<file path="src/rtl/rpm_gate_sequencer_if.sv">
// Signal bundle between the tach front end and the data-gathering/phone link:
// measurement control and tach line in, published speed and flags out.
interface rpm_gate_sequencer_if;
   logic        enable;
   logic        blips;
   logic [15:0] rpm;
   logic [7:0]  rpm_phone;
   logic        rpm_valid;
   logic        rpm_zero;
   logic        edge_sat;

   modport master (output enable, blips,
                   input  rpm, rpm_phone, rpm_valid, rpm_zero, edge_sat);
   modport slave  (input  enable, blips,
                   output rpm, rpm_phone, rpm_valid, rpm_zero, edge_sat);
endinterface

</file>
<file path="src/rtl/rpm_gate_sequencer.sv">
// Motor speed gate: counts synchronized blips rising edges per gate window and
// divides to RPM. Define RPM_AVG_EN to publish the mean of this and the previous result.
module rpm_gate_sequencer #(
   parameter int CLK_HZ      = 50_000_000,
   parameter int GATE_CYCLES = CLK_HZ,
   parameter int POLES       = 16,
   parameter int GEAR_RATIO  = 5
) (
   input  logic                 clk50M,
   input  logic                 reset,
   rpm_gate_sequencer_if.slave  bus
);
   localparam int              WIN_W    = (GATE_CYCLES > 1) ? $clog2(GATE_CYCLES) : 1;
   localparam logic [WIN_W-1:0] WIN_LAST = WIN_W'(GATE_CYCLES - 1);
   localparam logic [22:0]     DIVISOR  = 23'(POLES * GEAR_RATIO);
   localparam logic [4:0]      DIV_LAST = 5'd21;

   typedef enum logic [2:0] {S_COUNT, S_LATCH, S_DIVIDE, S_AVG, S_PUBLISH} state_t;

   state_t           state;
   logic [2:0]       sync;
   logic             rise;
   logic [WIN_W-1:0] win_cnt;
   logic [15:0]      edge_cnt;
   logic [15:0]      edge_next;
   logic             edge_full;
   logic             sat_next;
   logic             term;

   logic [15:0]      op_cnt;
   logic             op_zero;
   logic             op_sat;
   logic [21:0]      num;
   logic [21:0]      rem;
   logic [4:0]       bit_cnt;
   logic [22:0]      shifted;
   logic             q_bit;
   logic [21:0]      rem_nxt;
   logic [21:0]      quo_nxt;
   logic [15:0]      raw_sat;

   logic [15:0]      rpm_q;
   logic [7:0]       phone_q;
   logic             valid_q;
   logic             zero_q;
   logic             sat_q;

   function automatic logic [7:0] phone_of(input logic [15:0] r);
      return (r[15:9] != 7'd0) ? 8'hFF : r[8:1];
   endfunction

   // sync[1:0] is the synchronizer, sync[2] the previous synchronized level.
   assign rise      = sync[1] & ~sync[2];
   assign edge_full = (edge_cnt == 16'hFFFF);
   assign edge_next = (edge_full || !rise) ? edge_cnt : edge_cnt + 16'd1;
   assign sat_next  = edge_full | (edge_next == 16'hFFFF);
   assign term      = bus.enable && (win_cnt == WIN_LAST);

   logic edge_sat_flag;

   always_ff @(posedge clk50M or posedge reset) begin
      if (reset) begin
         sync          <= '0;
         win_cnt       <= '0;
         edge_cnt      <= '0;
         edge_sat_flag <= 1'b0;
      end else begin
         sync <= {sync[1:0], bus.blips};
         if (!bus.enable || term) begin
            win_cnt       <= '0;
            edge_cnt      <= '0;
            edge_sat_flag <= 1'b0;
         end else begin
            win_cnt       <= win_cnt + WIN_W'(1);
            edge_cnt      <= edge_next;
            edge_sat_flag <= edge_sat_flag | sat_next;
         end
      end
   end

   // Restoring divider: num shifts out the dividend and fills with quotient bits.
   assign shifted = {rem, num[21]};
   assign q_bit   = (shifted >= DIVISOR);
   assign rem_nxt = q_bit ? 22'(shifted - DIVISOR) : shifted[21:0];
   assign quo_nxt = {num[20:0], q_bit};
   assign raw_sat = (quo_nxt > 22'h00FFFF) ? 16'hFFFF : quo_nxt[15:0];

`ifdef RPM_AVG_EN
   logic [15:0] raw_q;
   logic [15:0] prev_q;
   logic        have_prev;
   logic        en_d;
   logic [16:0] avg_sum;
   logic [15:0] avg_rpm;

   assign avg_sum = {1'b0, raw_q} + {1'b0, prev_q} + 17'd1;
   assign avg_rpm = have_prev ? 16'(avg_sum >> 1) : raw_q;
`endif

   always_ff @(posedge clk50M or posedge reset) begin
      if (reset) begin
         state   <= S_COUNT;
         op_cnt  <= '0;
         op_zero <= 1'b1;
         op_sat  <= 1'b0;
         num     <= '0;
         rem     <= '0;
         bit_cnt <= '0;
         rpm_q   <= '0;
         phone_q <= '0;
         valid_q <= 1'b0;
         zero_q  <= 1'b1;
         sat_q   <= 1'b0;
`ifdef RPM_AVG_EN
         raw_q     <= '0;
         prev_q    <= '0;
         have_prev <= 1'b0;
         en_d      <= 1'b0;
`endif
      end else begin
         valid_q <= 1'b0;
         case (state)
            S_COUNT: begin
               // Capture includes an edge detected in the terminal cycle itself.
               if (term) begin
                  op_cnt  <= edge_next;
                  op_zero <= (edge_next == 16'd0);
                  op_sat  <= edge_sat_flag | sat_next;
                  state   <= S_LATCH;
               end
            end
            S_LATCH: begin
               num     <= 22'(op_cnt) * 22'd60;
               rem     <= '0;
               bit_cnt <= '0;
               state   <= S_DIVIDE;
            end
            S_DIVIDE: begin
               num     <= quo_nxt;
               rem     <= rem_nxt;
               bit_cnt <= bit_cnt + 5'd1;
               if (bit_cnt == DIV_LAST) begin
`ifdef RPM_AVG_EN
                  raw_q <= raw_sat;
                  state <= S_AVG;
`else
                  rpm_q   <= raw_sat;
                  phone_q <= phone_of(raw_sat);
                  zero_q  <= op_zero;
                  sat_q   <= op_sat;
                  valid_q <= 1'b1;
                  state   <= S_PUBLISH;
`endif
               end
            end
`ifdef RPM_AVG_EN
            S_AVG: begin
               rpm_q     <= avg_rpm;
               phone_q   <= phone_of(avg_rpm);
               zero_q    <= op_zero;
               sat_q     <= op_sat;
               prev_q    <= raw_q;
               have_prev <= 1'b1;
               valid_q   <= 1'b1;
               state     <= S_PUBLISH;
            end
`endif
            S_PUBLISH: state <= S_COUNT;
            default:   state <= S_COUNT;
         endcase
`ifdef RPM_AVG_EN
         // A fresh measurement run must not be blended with stale history.
         en_d <= bus.enable;
         if (bus.enable && !en_d) have_prev <= 1'b0;
`endif
      end
   end

   assign bus.rpm       = rpm_q;
   assign bus.rpm_phone = phone_q;
   assign bus.rpm_valid = valid_q;
   assign bus.rpm_zero  = zero_q;
   assign bus.edge_sat  = sat_q;

endmodule
</file>
<file path="src/flat_wrapper.sv">
// flat-port wrapper written by rule: the top's interface ports become plain ports
module rpm_gate_sequencer_flat 
#(
   parameter int CLK_HZ      = 50_000_000,
   parameter int GATE_CYCLES = CLK_HZ,
   parameter int POLES       = 16,
   parameter int GEAR_RATIO  = 5
)
  (clk50M, reset, bus_enable, bus_blips, bus_rpm, bus_rpm_phone, bus_rpm_valid, bus_rpm_zero, bus_edge_sat);
  rpm_gate_sequencer_if bus_i ();
  input  logic clk50M;
  input  logic reset;
  input wire logic [$bits(bus_i.enable)-1:0] bus_enable;
  input wire logic [$bits(bus_i.blips)-1:0] bus_blips;
  output wire logic [$bits(bus_i.rpm)-1:0] bus_rpm;
  output wire logic [$bits(bus_i.rpm_phone)-1:0] bus_rpm_phone;
  output wire logic [$bits(bus_i.rpm_valid)-1:0] bus_rpm_valid;
  output wire logic [$bits(bus_i.rpm_zero)-1:0] bus_rpm_zero;
  output wire logic [$bits(bus_i.edge_sat)-1:0] bus_edge_sat;
  assign bus_i.enable = bus_enable;
  assign bus_i.blips = bus_blips;
  assign bus_rpm = bus_i.rpm;
  assign bus_rpm_phone = bus_i.rpm_phone;
  assign bus_rpm_valid = bus_i.rpm_valid;
  assign bus_rpm_zero = bus_i.rpm_zero;
  assign bus_edge_sat = bus_i.edge_sat;
  rpm_gate_sequencer #(.CLK_HZ(CLK_HZ), .GATE_CYCLES(GATE_CYCLES), .POLES(POLES), .GEAR_RATIO(GEAR_RATIO)) u_core (.clk50M(clk50M), .reset(reset), .bus(bus_i));
endmodule
</file>
<file path="config.mk">
export PLATFORM = sky130hd
export DESIGN_NAME = rpm_gate_sequencer_flat
export DESIGN_NICKNAME = d
export VERILOG_FILES = /design/src/rtl/rpm_gate_sequencer_if.sv /design/src/rtl/rpm_gate_sequencer.sv /design/src/flat_wrapper.sv
export SDC_FILE = /design/constraint.sdc
export NUM_CORES = 1
export LEC_CHECK = 0
export CELL_PAD_IN_SITES_DETAIL_PLACEMENT = 1
export CELL_PAD_IN_SITES_GLOBAL_PLACEMENT = 2
export CORE_MARGIN = 5
export CORE_UTILIZATION = 43
export CTS_BUF_LIST = sky130_fd_sc_hd__clkbuf_4
export DETAILED_ROUTE_END_ITERATION = 8
export DONT_BUFFER_PORTS = 1
export PLACE_DENSITY_LB_ADDON = 0.1
export SLEW_MARGIN = 30
export SYNTH_ARGS = -nofsm -noshare
export SYNTH_HDL_FRONTEND = slang
export SYNTH_SLANG_ARGS = --single-unit
</file>
<file path="constraint.sdc">
create_clock -name clk50M -period 5.6 [get_ports clk50M]
set_input_delay 0.84 -clock clk50M [delete_from_list [all_inputs] [get_ports clk50M]]
set_output_delay 0.84 -clock clk50M [all_outputs]
set_load 0.02 [all_outputs]
</file>
# Word level (Yosys, flattened, before mapping)
# Cells that the tools add are included.
# classes
eq_ne	8
n_reduce_logical	12
n_mul	1
bitwise_logic	4
mux	15
n_shift	0
n_div	0
add_sub_neg	4
magnitude_cmp	2
# op_table
operator	n
$pmux W22 S2	2
$mux W16	3
$eq A16 B16 Y1 const B	2
$add A26 B1 Y26 const B	1
$eq A26 B26 Y1 const B	1
$mux W26	1
$ge A23 B7 Y1 const B	1
$gt A22 B16 Y1 const B	1
$mux W22	1
$sub A22 B7 Y22 const B	1
$mul A16 B4 Y20 const B	1
$add A16 B1 Y16 const B	1
$logic_not A16 Y1	1
$pmux W5 S2	1
$pmux W3 S3	1
$mux W8	1
$reduce_bool A7 Y1	1
$mux W3	2
$reduce_and A2 Y1	3
$add A5 B1 Y5 const B	1
$eq A5 B5 Y1 const B	1
$ne A2 B1 Y1 const B	2
$eq A3 B1 Y1 const B	1
$eq A3 B2 Y1 const B	1
other kinds (9)	14
# word_totals
ramBits	0
mem_bits_ro	0
inputBits	4
memories	0
regBits	143
word_cells	62
latch_bits	0
output_inout_bits	27

# Longest topological paths before layout
# Gate-level depths: netlist of the first run.
# depth
word_depth	9
depth_mapped	12
ltp_nobuf	12

# Worst setup path before layout of the first run
# Ideal clock, no wire load.
# synth_path
path_type	reg-to-reg
startpoint	register u_core.op_cnt[3]
endpoint	register u_core.num[21]
synth_period_minus_slack_ns	3.559
setup_time_ns	0.136
path_stages_with_launch	13
required_ns	5.464
path_buffers	0
slack_ns	2.041
arrival_ns	3.423
cell_sequence	dfrtp_1 > inv_1 > fa_1 > fa_1 > inv_1 > ha_1 > a211oi_1 > o21ai_0 > a2111oi_2 > o31ai_1 > o41ai_1 > mux2i_1 > o21ai_0
# synth_between
elab_chain_len	2
# synth_lines
element	line_no	source
start: declaration	rpm_gate_sequencer.sv:30	logic [15:0] op_cnt;
start signal: assignment	rpm_gate_sequencer.sv:126	op_cnt <= edge_next;
$mul A16 B4 Y20	rpm_gate_sequencer.sv:133	num <= 22'(op_cnt) * 22'd60;
$pmux W22 S2	rpm_gate_sequencer.sv:122	case (state)
end signal: assignment	rpm_gate_sequencer.sv:133	
end signal: assignment	rpm_gate_sequencer.sv:139	num <= quo_nxt;
end: declaration	rpm_gate_sequencer.sv:33	logic [21:0] num;
# Every way passes these cells.
# A chain may end at the register's enable or synchronous reset.

# Worst setup path after layout of the first run
# Ends and elaborated chain as after synthesis.

==> flow_summary_export.csv, run 1 <==
group,metric,value,unit
timing,fmax,0.242,GHz
clock_network,cts_tree,"done",
setup_path,critPathSlowestCell,"a2111oi_2",
timing,drv_slew,0,
drt,drt-vias-per-instance,5.66,
synth,synth.top_cells.by_area,"dfrtp_1, fa_1, ha_1, o21ai_0, nor2_1",
timing,setup_ws,1.47,ns
worst_hold_path,min_path_type,"input port to async pin",
clock_network,cts.clk_slew.worst_paths,0.13,ns
grt,grt-ovfl-total,0,
synth,synthFlopType,"dfrtp_1",
placement,gp_congestion,0.766,
clock_network,cts.sinks,143,
setup_path,critical_path_class,"flop to flop",
status,outcome,"finished, final reports clean",
timing,period_needed,4.13,ns
floorplan,num_rows,50,
final_layout,nNetsFinal,867,
drt,vias,5956,
placement,pre_cts_ws,1.52,ns
power,p_leak,0.00381,uW
synth,ys_ff_latch,143,
floorplan,coreArea,18600,um^2
final_layout,final_common_cell,"dfrtp_1",
power,vdd_drop_max,0.104,mV
setup_path,arrival,4.53,ns
setup_path,start_kind,"flop",
floorplan,die_h,147,um
synth,synth-seq-area-share,44.5,%
drt,ant_nets,0,
synth,synth.avg_cell_area,9.94,um^2
drt,detail_route.wl_per_cell,17.6,um
drt,drtPass1Iterations,4,
setup_path,crit_required,6.00,ns
timing,worstMarginPinSlew,0.943,ns
setup_path,cpPeakStageDelay,0.59,ns
timing,hold_slack,0.294,ns
grt,grt_max_degree,92,
setup_path,crit_path_cell_trace,"inv_1 > fa_1 > fa_1 > inv_1 > ha_1 > a211oi_1 > o21ai_0 > a2111oi_2 > o31ai_1 > o41ai_1 > mux2i_1 > o21ai_0",
setup_path,end_kind,"flop",
clock_network,clockBufferDepth,2,
final_layout,syn_to_final_growth,7.91,%
synth,syn-cell-area,8060,um^2
drt,drt_iter0_drc,215,
clock_network,post_cts_resized,0,
placement,portBuffers,0,
grt,grt_pass1_vias,6412,
synth,synth_top_area_share,43.8,%
setup_path,cp_max_fo,5,
clock_network,h-tree-depth,4,
clock_network,cts_setup_buffers,0,
timing,fin_crit_sh,73.8,%
final_layout,nFillCells,2090,
clock_network,clock_latency,0.56,ns
synth,synth_cell_type_count,66,
timing,rsz0062_at_grt,"no",
timing,tns,0,ns
grt,antenna_found_initial,1,
synth,yosysTopAreaCell,"dfrtp_1",
setup_path,worst_r2r_path_depth,12,
power,p_per_area,220,nW/um^2
grt,grt_pass1_wl,32.1,mm
floorplan,start_util,43.4,%
drt,remaining_drc_errors,0,
clock_network,cts_buffers,17,
floorplan,io_pins,31,
clock_network,postCtsHoldBufs,0,
drt,wirelength,18.6,mm
timing,relSlewSlack,36.5,%
timing,hold_viol,0,
synth,syn_nets,872,
timing,setup_violations,0,
final_layout,post_route_cells_drive_above_1_share,7.09,%
synth,syn_inst,810,
floorplan,die_area,21600,um^2
synth,synth_edf_count,0,
grt,grt_usage,17.9,%
synth,synthArstFlopShare,100,%
flow_run,cap_violations,0,
final_layout,layout_common_cells,"dfrtp_1, nor2_1, nand2_1",
timing,skew,0.0221,ns
placement,dp_hpwl,13.5,mm
synth,yosysWarnings,0,
clock_network,ctsRootBufferMaster,"clkbuf_4",
floorplan,die_x,147,um
==> registers in the layout, summed over array words and instances (netlist names) <==
signal                count
u_core.edge_sat_flag      1
u_core.bit_cnt            5
u_core.edge_cnt          16
u_core.bus.rpm_zero       1
u_core.bus.rpm           16
u_core.op_zero            1
u_core.bus.rpm_phone      8
u_core.rem               22
u_core.sync               3
u_core.win_cnt           26
u_core.state              3
u_core.bus.edge_sat       1
u_core.op_sat             1
u_core.num               22
u_core.bus.rpm_valid      1
u_core.op_cnt            16
==> synthesized netlist by cell type, types with 8 or more instances <==
cell type  count
o22a_1        23
and2_1         8
a22oi_1       15
nand2_1       74
and3_1        10
inv_1         44
o21ai_0       63
clkbuf_1      25
xor2_1        30
a21oi_1       22
nand3_1       32
nor3_1        14
xnor2_1       25
fa_1          29
a211oi_1       8
nor2_1        82
nor4_1         8
nand4_1       13
ha_1          29
dfrtp_1      141
==> stage by stage <==
step	power [uW]	cells	util [%]	instance area [um^2]
floorplan	1090	810	-	8060
global route	2020	1053	46.8	8690
global placement	1100	1019	44.6	8290
finish	1920	1053	46.8	8690
detailed placement	1100	1020	44.7	8310
CTS	1950	1052	46.7	8680
==> area by class of cell <==
type,count,area [um^2],share of cell area (%)
repair buffers,6,65.1,0.749
multi-input cells,593,4210,48.5
diodes,1,2.50,0.0288
clock inverters,15,241,2.78
inverters,44,170,1.96
clock buffers,17,128,1.47
well taps,234,293,3.37
flip-flops and latches,143,3580,41.2
==> worst max-delay path, delay by kind of cell (launching register included) <==
family,cells,cell delay [ns]
AOI/OAI and AO/OA,6,1.84
muxes,1,0.24
buffers and inverters,2,0.23
adders and majority gates,3,1.23
DFF,1,0.44
==> power breakdown <==
part / leakage, uW / internal (uW) / total (uW) / switching, uW
clock network: 0.000193 / 443 / 836 / 393
logic: 0.00164 / 7.66 / 39.4 / 31.8
registers: 0.00198 / 1040 / 1040 / 5.00
total: 0.00381 / 1490 / 1920 / 430
==> final timing paths <==
kind / slack, ns / startpoint / endpoint
max in group asynchronous: 4.10 / reset / u_core.op_cnt[7]
setup / recovery: 1.47 / u_core.op_cnt[3] / u_core.num[21]
hold / removal: 0.29 / reset / u_core.bit_cnt[0]
setup reg to reg: 1.47 / u_core.op_cnt[3] / u_core.num[21]
min in group clk50M: 0.31 / bus_blips / u_core.sync[0]
hold reg to reg: 0.36 / u_core.sync[0] / u_core.sync[1]
==> routing by layer <==
layer,vias to the layer above,GRT usage (%),share of wire [%]
li1,2859,-,-
met1,3010,23.9,48
met2,69,29.9,48
met3,18,3.92,2.7
met4,0,4.37,1.0
met5,-,0,0
==> kinds of logic after synthesis <==
logic type / share of synthesized area [%]
simple gates: 18.4
compound gates: 14.9
flops: 44.5
buf+inv: 3.46
fa+ha+maj: 11.7
xor+xnor: 5.98
mux: 1.15
(Power assumes the default switching activity.)
==> run 2, diff against run 1 <==
==> constraint.sdc (replaced) <==
create_clock -name clk50M -period 4 [get_ports clk50M]
set_input_delay 0.6 -clock clk50M [delete_from_list [all_inputs] [get_ports clk50M]]
set_output_delay 0.6 -clock clk50M [all_outputs]
set_load 0.02 [all_outputs]
==> flow_summary_export.csv, run 2 (synthesized netlist as in run 1, its figures left out) <==
group,metric,value,unit
grt,grt.busiest_layer,"met2",
setup_path,cp_max_fo,5,
flow_run,cap_violations,0,
timing,worstMarginPinSlew,0.838,ns
clock_network,h-tree-depth,4,
clock_network,cts_buffers,17,
final_layout,post_route_cells_drive_above_1_share,7.76,%
timing,skew,0.0232,ns
grt,met3_usage,3.55,%
power,pwr-share-comb,2.2,%
worst_hold_path,min_path_type,"input port to async pin",
timing,fin_crit_sh,94.6,%
timing,setup_ws,0.216,ns
drt,ant_nets,0,
timing,period_needed,3.78,ns
setup_path,crit_required,4.46,ns
power,p_int,2080,uW
grt,antenna_found_initial,1,
clock_network,cts.clk_slew.worst_paths,0.12,ns
clock_network,cts_tree,"done",
final_layout,syn_to_final_growth,8.84,%
placement,dp_hpwl,13.4,mm
clock_network,clockBufferDepth,2,
final_layout,multi_input_area,4230,um^2
placement,gp_congestion,0.803,
final_layout,final_common_cell,"dfrtp_1",
drt,detail_route.wl_per_cell,17.6,um
drt,remaining_drc_errors,0,
drt,drtPass1Iterations,4,
power,seq_power_share,54.9,%
final_layout,seqCellArea,3580,um^2
clock_network,ctsRootBufferMaster,"clkbuf_4",
setup_path,arrival,4.25,ns
setup_path,critPathSlowestCell,"fa_1",
grt,grt_usage,17.8,%
setup_path,path_delay_family,"compound AO/OA/AOI/OAI gates",
timing,drv_slew,0,
grt,grt_pass1_wl,31.7,mm
timing,setup_violations,0,
drt,vias,5986,
grt,grtUsageMet2,29.6,%
grt,grt_pass1_vias,6384,
drt,drt-vias-per-instance,5.65,
floorplan,start_util,43.4,%
power,vdd_drop_max,0.196,mV
placement,portBuffers,0,
floorplan,die_h,147,um
setup_path,cpPeakStageDelay,0.51,ns
setup_path,start_kind,"flop",
power,p_per_area,303,nW/um^2
power,p_total,2660,uW
power,p_sw,573,uW
power,p_leak,0.00385,uW
clock_network,cts.sinks,143,
power,pwr-share-clk,42.9,%
placement,pre_cts_ws,0.0312,ns
grt,grt-ovfl-total,0,
timing,fmax,0.264,GHz
final_layout,top_regs,"u_core.win_cnt: 26 flops, u_core.num: 22 flops, u_core.rem: 22 flops",
timing,rsz0062_at_grt,"no",
floorplan,num_rows,50,
setup_path,critPathBufInv,3,
setup_path,crit_path_cell_trace,"inv_1 > fa_1 > fa_1 > inv_1 > ha_1 > a211oi_2 > o21ai_0 > a2111oi_2 > buf_4 > o311ai_0 > a211oi_1 > a31oi_1 > o21ai_0",
drt,drt_iter0_drc,194,
final_layout,max_flop_register,"u_core.win_cnt",
floorplan,io_pins,31,
final_layout,layout_common_cells,"dfrtp_1, nor2_1, nand2_1",
grt,use_met1,23.6,%
final_layout,largest_reg_flops,26,
power,swShare,21.6,%
timing,relSlewSlack,44.0,%
timing,tns,0,ns
floorplan,die_x,147,um
final_layout,nFillCells,2118,
clock_network,cts_setup_buffers,0,
timing,hold_viol,0,
setup_path,end_kind,"flop",
status,outcome,"finished, final reports clean",
drt,wirelength,18.7,mm
grt,grt_max_degree,144,
final_layout,nNetsFinal,874,
setup_path,critical_path_class,"flop to flop",
floorplan,die_area,21600,um^2
clock_network,clock_latency,0.55,ns
floorplan,coreArea,18600,um^2
[run 2: what timing repair did]
item | CTS | global route
hold buffers | 0 | 1
hold endpoints to repair | 0 | 1
resized for setup | 0 | 5
setup endpoints to repair | 0 | 5
[run 2: path summary, 6_finish.rpt]
check | startpoint | end | slack, ns | depth (start not counted)
max in group asynchronous | reset | u_core.op_cnt[3] | 3.32 | 2
min in group clk50M | bus_enable | u_core.win_cnt[6] | 0.19 | 1
worst max register to register | u_core.op_cnt[3] | u_core.num[19] | 0.22 | 13
worst max-delay path | u_core.op_cnt[3] | u_core.num[19] | 0.22 | 13
worst min register to register | u_core.sync[0] | u_core.sync[1] | 0.37 | 0
worst min-delay path | reset | u_core.bit_cnt[0] | 0.14 | 2
[run 2: per-layer routing]
metal | vias to the layer above | share of wire, %
met4 | 0 | 1.3
li1 | 2876 | -
met5 | - | 0
met3 | 24 | 2.4
met2 | 55 | 49
met1 | 3031 | 47
[run 2: cell type report]
| type | instances | share of cell area [%] |
|---|---|---|
| Inverter | 44 | 1.93 |
| Antenna cell | 1 | 0.0285 |
| Clock inverter | 14 | 2.53 |
| Multi-Input combinational cell | 593 | 48.3 |
| Clock buffer | 18 | 1.54 |
| Sequential cell | 143 | 40.8 |
| Tap cell | 234 | 3.34 |
| Timing Repair Buffer | 13 | 1.51 |
[run 2: metrics by stage]
stage	std cells	cell area, um^2	utilization, %	hold WS [ns]
2_1_floorplan	810	8060	-	0.331
3_3_place_gp	1025	8340	44.9	0.343
6_report	1060	8770	47.2	0.142
3_5_place_dp	1026	8370	45.1	0.344
4_1_cts	1058	8730	47.0	0.00275
5_1_grt	1060	8770	47.2	0.138
[run 2: power groups by stage]
stage | Combinational [uW] | Clock (uW) | Sequential (uW)
after floorplan | 43.5 | 0 | 1480
after global placement | 57.5 | 0 | 1480
after detailed placement | 60.2 | 0 | 1490
after CTS | 60.3 | 1180 | 1460
after global routing | 68.1 | 1250 | 1460
final | 57.9 | 1140 | 1460
==> run 3, diff against run 2 <==
--- a/config.mk
+++ b/config.mk
@@ -12,6 +12,7 @@
 export CTS_BUF_LIST = sky130_fd_sc_hd__clkbuf_4
 export DETAILED_ROUTE_END_ITERATION = 8
 export DONT_BUFFER_PORTS = 1
+export GPL_TIMING_DRIVEN = 0
 export PLACE_DENSITY_LB_ADDON = 0.1
 export SLEW_MARGIN = 30
 export SYNTH_ARGS = -nofsm -noshare
==> flow_summary_export.csv, run 3 (synthesized netlist as in run 1, its figures left out) <==
group,metric,value,unit
status,outcome,"finished, final reports clean",
drt,drtPass1Iterations,4,
floorplan,die_area,21600,um^2
setup_path,critical_path_class,"flop to flop",
final_layout,post_route_cells_drive_above_1_share,6.71,%
power,vdd_drop_max,0.152,mV
timing,worstMarginPinSlew,0.875,ns
setup_path,path_delay_family,"compound AO/OA/AOI/OAI gates",
clock_network,clockBufferDepth,2,
placement,dp_hpwl,15.3,mm
timing,relSlewSlack,41.5,%
power,p_per_area,263,nW/um^2
floorplan,start_util,43.4,%
clock_network,ctsRootBufferMaster,"clkbuf_4",
clock_network,clock_latency,0.55,ns
setup_path,critPathSlowestCell,"fa_1",
final_layout,nNetsFinal,899,
worst_hold_path,hp-start,"bus_enable",
power,p_leak,0.00381,uW
final_layout,largest_reg_flops,26,
drt,wirelength,19.9,mm
drt,ant_nets,0,
timing,hold_slack,0.174,ns
grt,grt_pass1_vias,6730,
power,pwr-share-clk,33.6,%
floorplan,num_rows,50,
final_layout,syn_to_final_growth,8.67,%
timing,fmax,0.266,GHz
grt,antenna_found_initial,1,
timing,setup_violations,0,
timing,fin_crit_sh,94.0,%
setup_path,start_kind,"flop",
grt,grt_pass1_wl,33.8,mm
setup_path,arrival,4.18,ns
power,seq_power_share,63.2,%
final_layout,max_flop_register,"u_core.win_cnt",
worst_hold_path,min_delay_path_depth,1,
clock_network,cts.sinks,143,
clock_network,cts.clk_slew.worst_paths,0.12,ns
grt,grt_usage,19.1,%
final_layout,top_regs,"u_core.win_cnt: 26 flops, u_core.num: 22 flops, u_core.rem: 22 flops",
floorplan,coreArea,18600,um^2
setup_path,critPathBufInv,2,
floorplan,io_pins,31,
timing,drv_slew,0,
timing,hold_viol,0,
setup_path,crit_required,4.42,ns
setup_path,crit_path_cell_trace,"inv_1 > fa_1 > fa_1 > inv_1 > ha_1 > o21ai_1 > o21ai_1 > a2111oi_4 > o31ai_1 > o41ai_2 > mux2i_1 > o21ai_0",
clock_network,cts_buffers,17,
placement,gp_congestion,0.797,
drt,remaining_drc_errors,0,
drt,vias,6178,
flow_run,cap_violations,0,
setup_path,end_kind,"flop",
power,p_sw,581,uW
grt,grt_max_degree,31,
final_layout,utilization,47.1,%
setup_path,cpPeakStageDelay,0.51,ns
floorplan,die_x,147,um
power,swShare,25.3,%
timing,skew,0.0164,ns
clock_network,h-tree-depth,4,
worst_hold_path,min_path_type,"input port to flop",
floorplan,die_h,147,um
setup_path,worst_r2r_path_depth,12,
setup_path,ff2ff_setup_slack,0.24,ns
final_layout,finalNonFillerCells,1085,
final_layout,final_common_cell,"dfrtp_1",
setup_path,r2r_start,"u_core.op_cnt[3]",
worst_hold_path,hold_end,"u_core.win_cnt[6]",
drt,drt-vias-per-instance,5.69,
power,p_int,1720,uW
placement,dp.cells,1049,
drt,detail_route.wl_per_cell,18.3,um
setup_path,r2r-end,"u_core.num[21]",
placement,portBuffers,0,
clock_network,cts_tree,"done",
timing,period_needed,3.76,ns
timing,rsz0062_at_grt,"no",
grt,grt-ovfl-total,0,
setup_path,cp_max_fo,4,
drt,drt_iter0_drc,207,
final_layout,layout_common_cells,"dfrtp_1, nor2_1, nand2_1",
power,pwr-share-comb,3.2,%
## run 3: changes by cell type in the layout (fill, tap and decap cells not counted), moves of 2 or more
cell and change:
bufinv_16 -6, clkbuf_1 +25, buf_4 -9, clkinvlp_4 +3
clkinv_2 +3, buf_1 +4, nor2_1 +2, buf_12 +2
## run 3: how the worst max path moves through the flow
stage	slack (ns)	from	endpoint	cells past startpoint
2_1_floorplan	0.44	u_core.op_cnt[3]	u_core.num[21]	12
3_3_place_gp	-0.13	u_core.op_cnt[3]	u_core.num[21]	12
3_5_place_dp	-0.18	u_core.op_cnt[3]	u_core.num[21]	12
4_1_cts	0.07	u_core.op_cnt[3]	u_core.num[21]	12
5_1_grt	0.01	u_core.op_cnt[3]	u_core.num[21]	12
6_report	0.24	u_core.op_cnt[3]	u_core.num[21]	12
## run 3: final cells by class
| cell class | count | area (um^2) |
|---|---|---|
| diodes | 1 | 2.50 |
| plain buffers | 30 | 114 |
| clock buffers | 19 | 143 |
| clock inverters | 13 | 75.1 |
| fillers | 2105 | 9830 |
| inverters | 44 | 169 |
| multi-input cells | 593 | 4230 |
| flip-flops and latches | 143 | 3580 |
| well taps | 234 | 293 |
| repair buffers | 8 | 143 |
## run 3: repair_timing
| action | 4_1_cts | 5_1_grt |
|---|---|---|
| hold endpoints to repair | 17 | 1 |
| gates resized for setup | 4 | 4 |
| buffers inserted | 0 | 1 |
| pin swaps | 1 | 2 |
| hold buffers | 1 | 1 |
| endpoints found under the setup margin | 4 | 4 |
## run 3: per-stage QoR
| stage | area (um^2) | power [uW] | worst slack, ns | TNS (ns) |
|---|---|---|---|---|
| 4_1_cts | 8710 | 2340 | 0.0691 | 0 |
| 6_report | 8750 | 2300 | 0.238 | 0 |
| 3_3_place_gp | 8350 | 1540 | -0.126 | -0.205 |
| 5_1_grt | 8750 | 2420 | 0.0107 | 0 |
| 3_5_place_dp | 8470 | 1560 | -0.176 | -0.243 |
| 2_1_floorplan | 8060 | 1530 | 0.441 | 0 |
## run 3: power by group through the flow
stage | clock network [uW] | logic [uW] | registers, uW
floorplan | 0 | 43.5 | 1480
global placement | 0 | 57.9 | 1480
detailed placement | 0 | 74.8 | 1480
CTS | 809 | 75.8 | 1460
global route | 880 | 84.4 | 1460
finish | 773 | 73.3 | 1450
## run 3: worst register-to-register path, delay by kind of cell, from the launching register on
| kind | cells | cell delay (ns) |
|---|---|---|
| AOI/OAI and AO/OA | 6 | 1.40 |
| adders and majority gates | 3 | 1.30 |
| DFF | 1 | 0.46 |
| muxes | 1 | 0.26 |
| buffers and inverters | 2 | 0.22 |
## run 3: routing by layer
metal  track usage, %  vias to the layer above  part of all wire [%]
li1                 -                     2928                     -
met1             24.3                     3132                    45
met2             32.9                       86                    51
met3             3.52                       32                   3.1
met4             6.44                        0                   1.2
met5                0                        -                     0
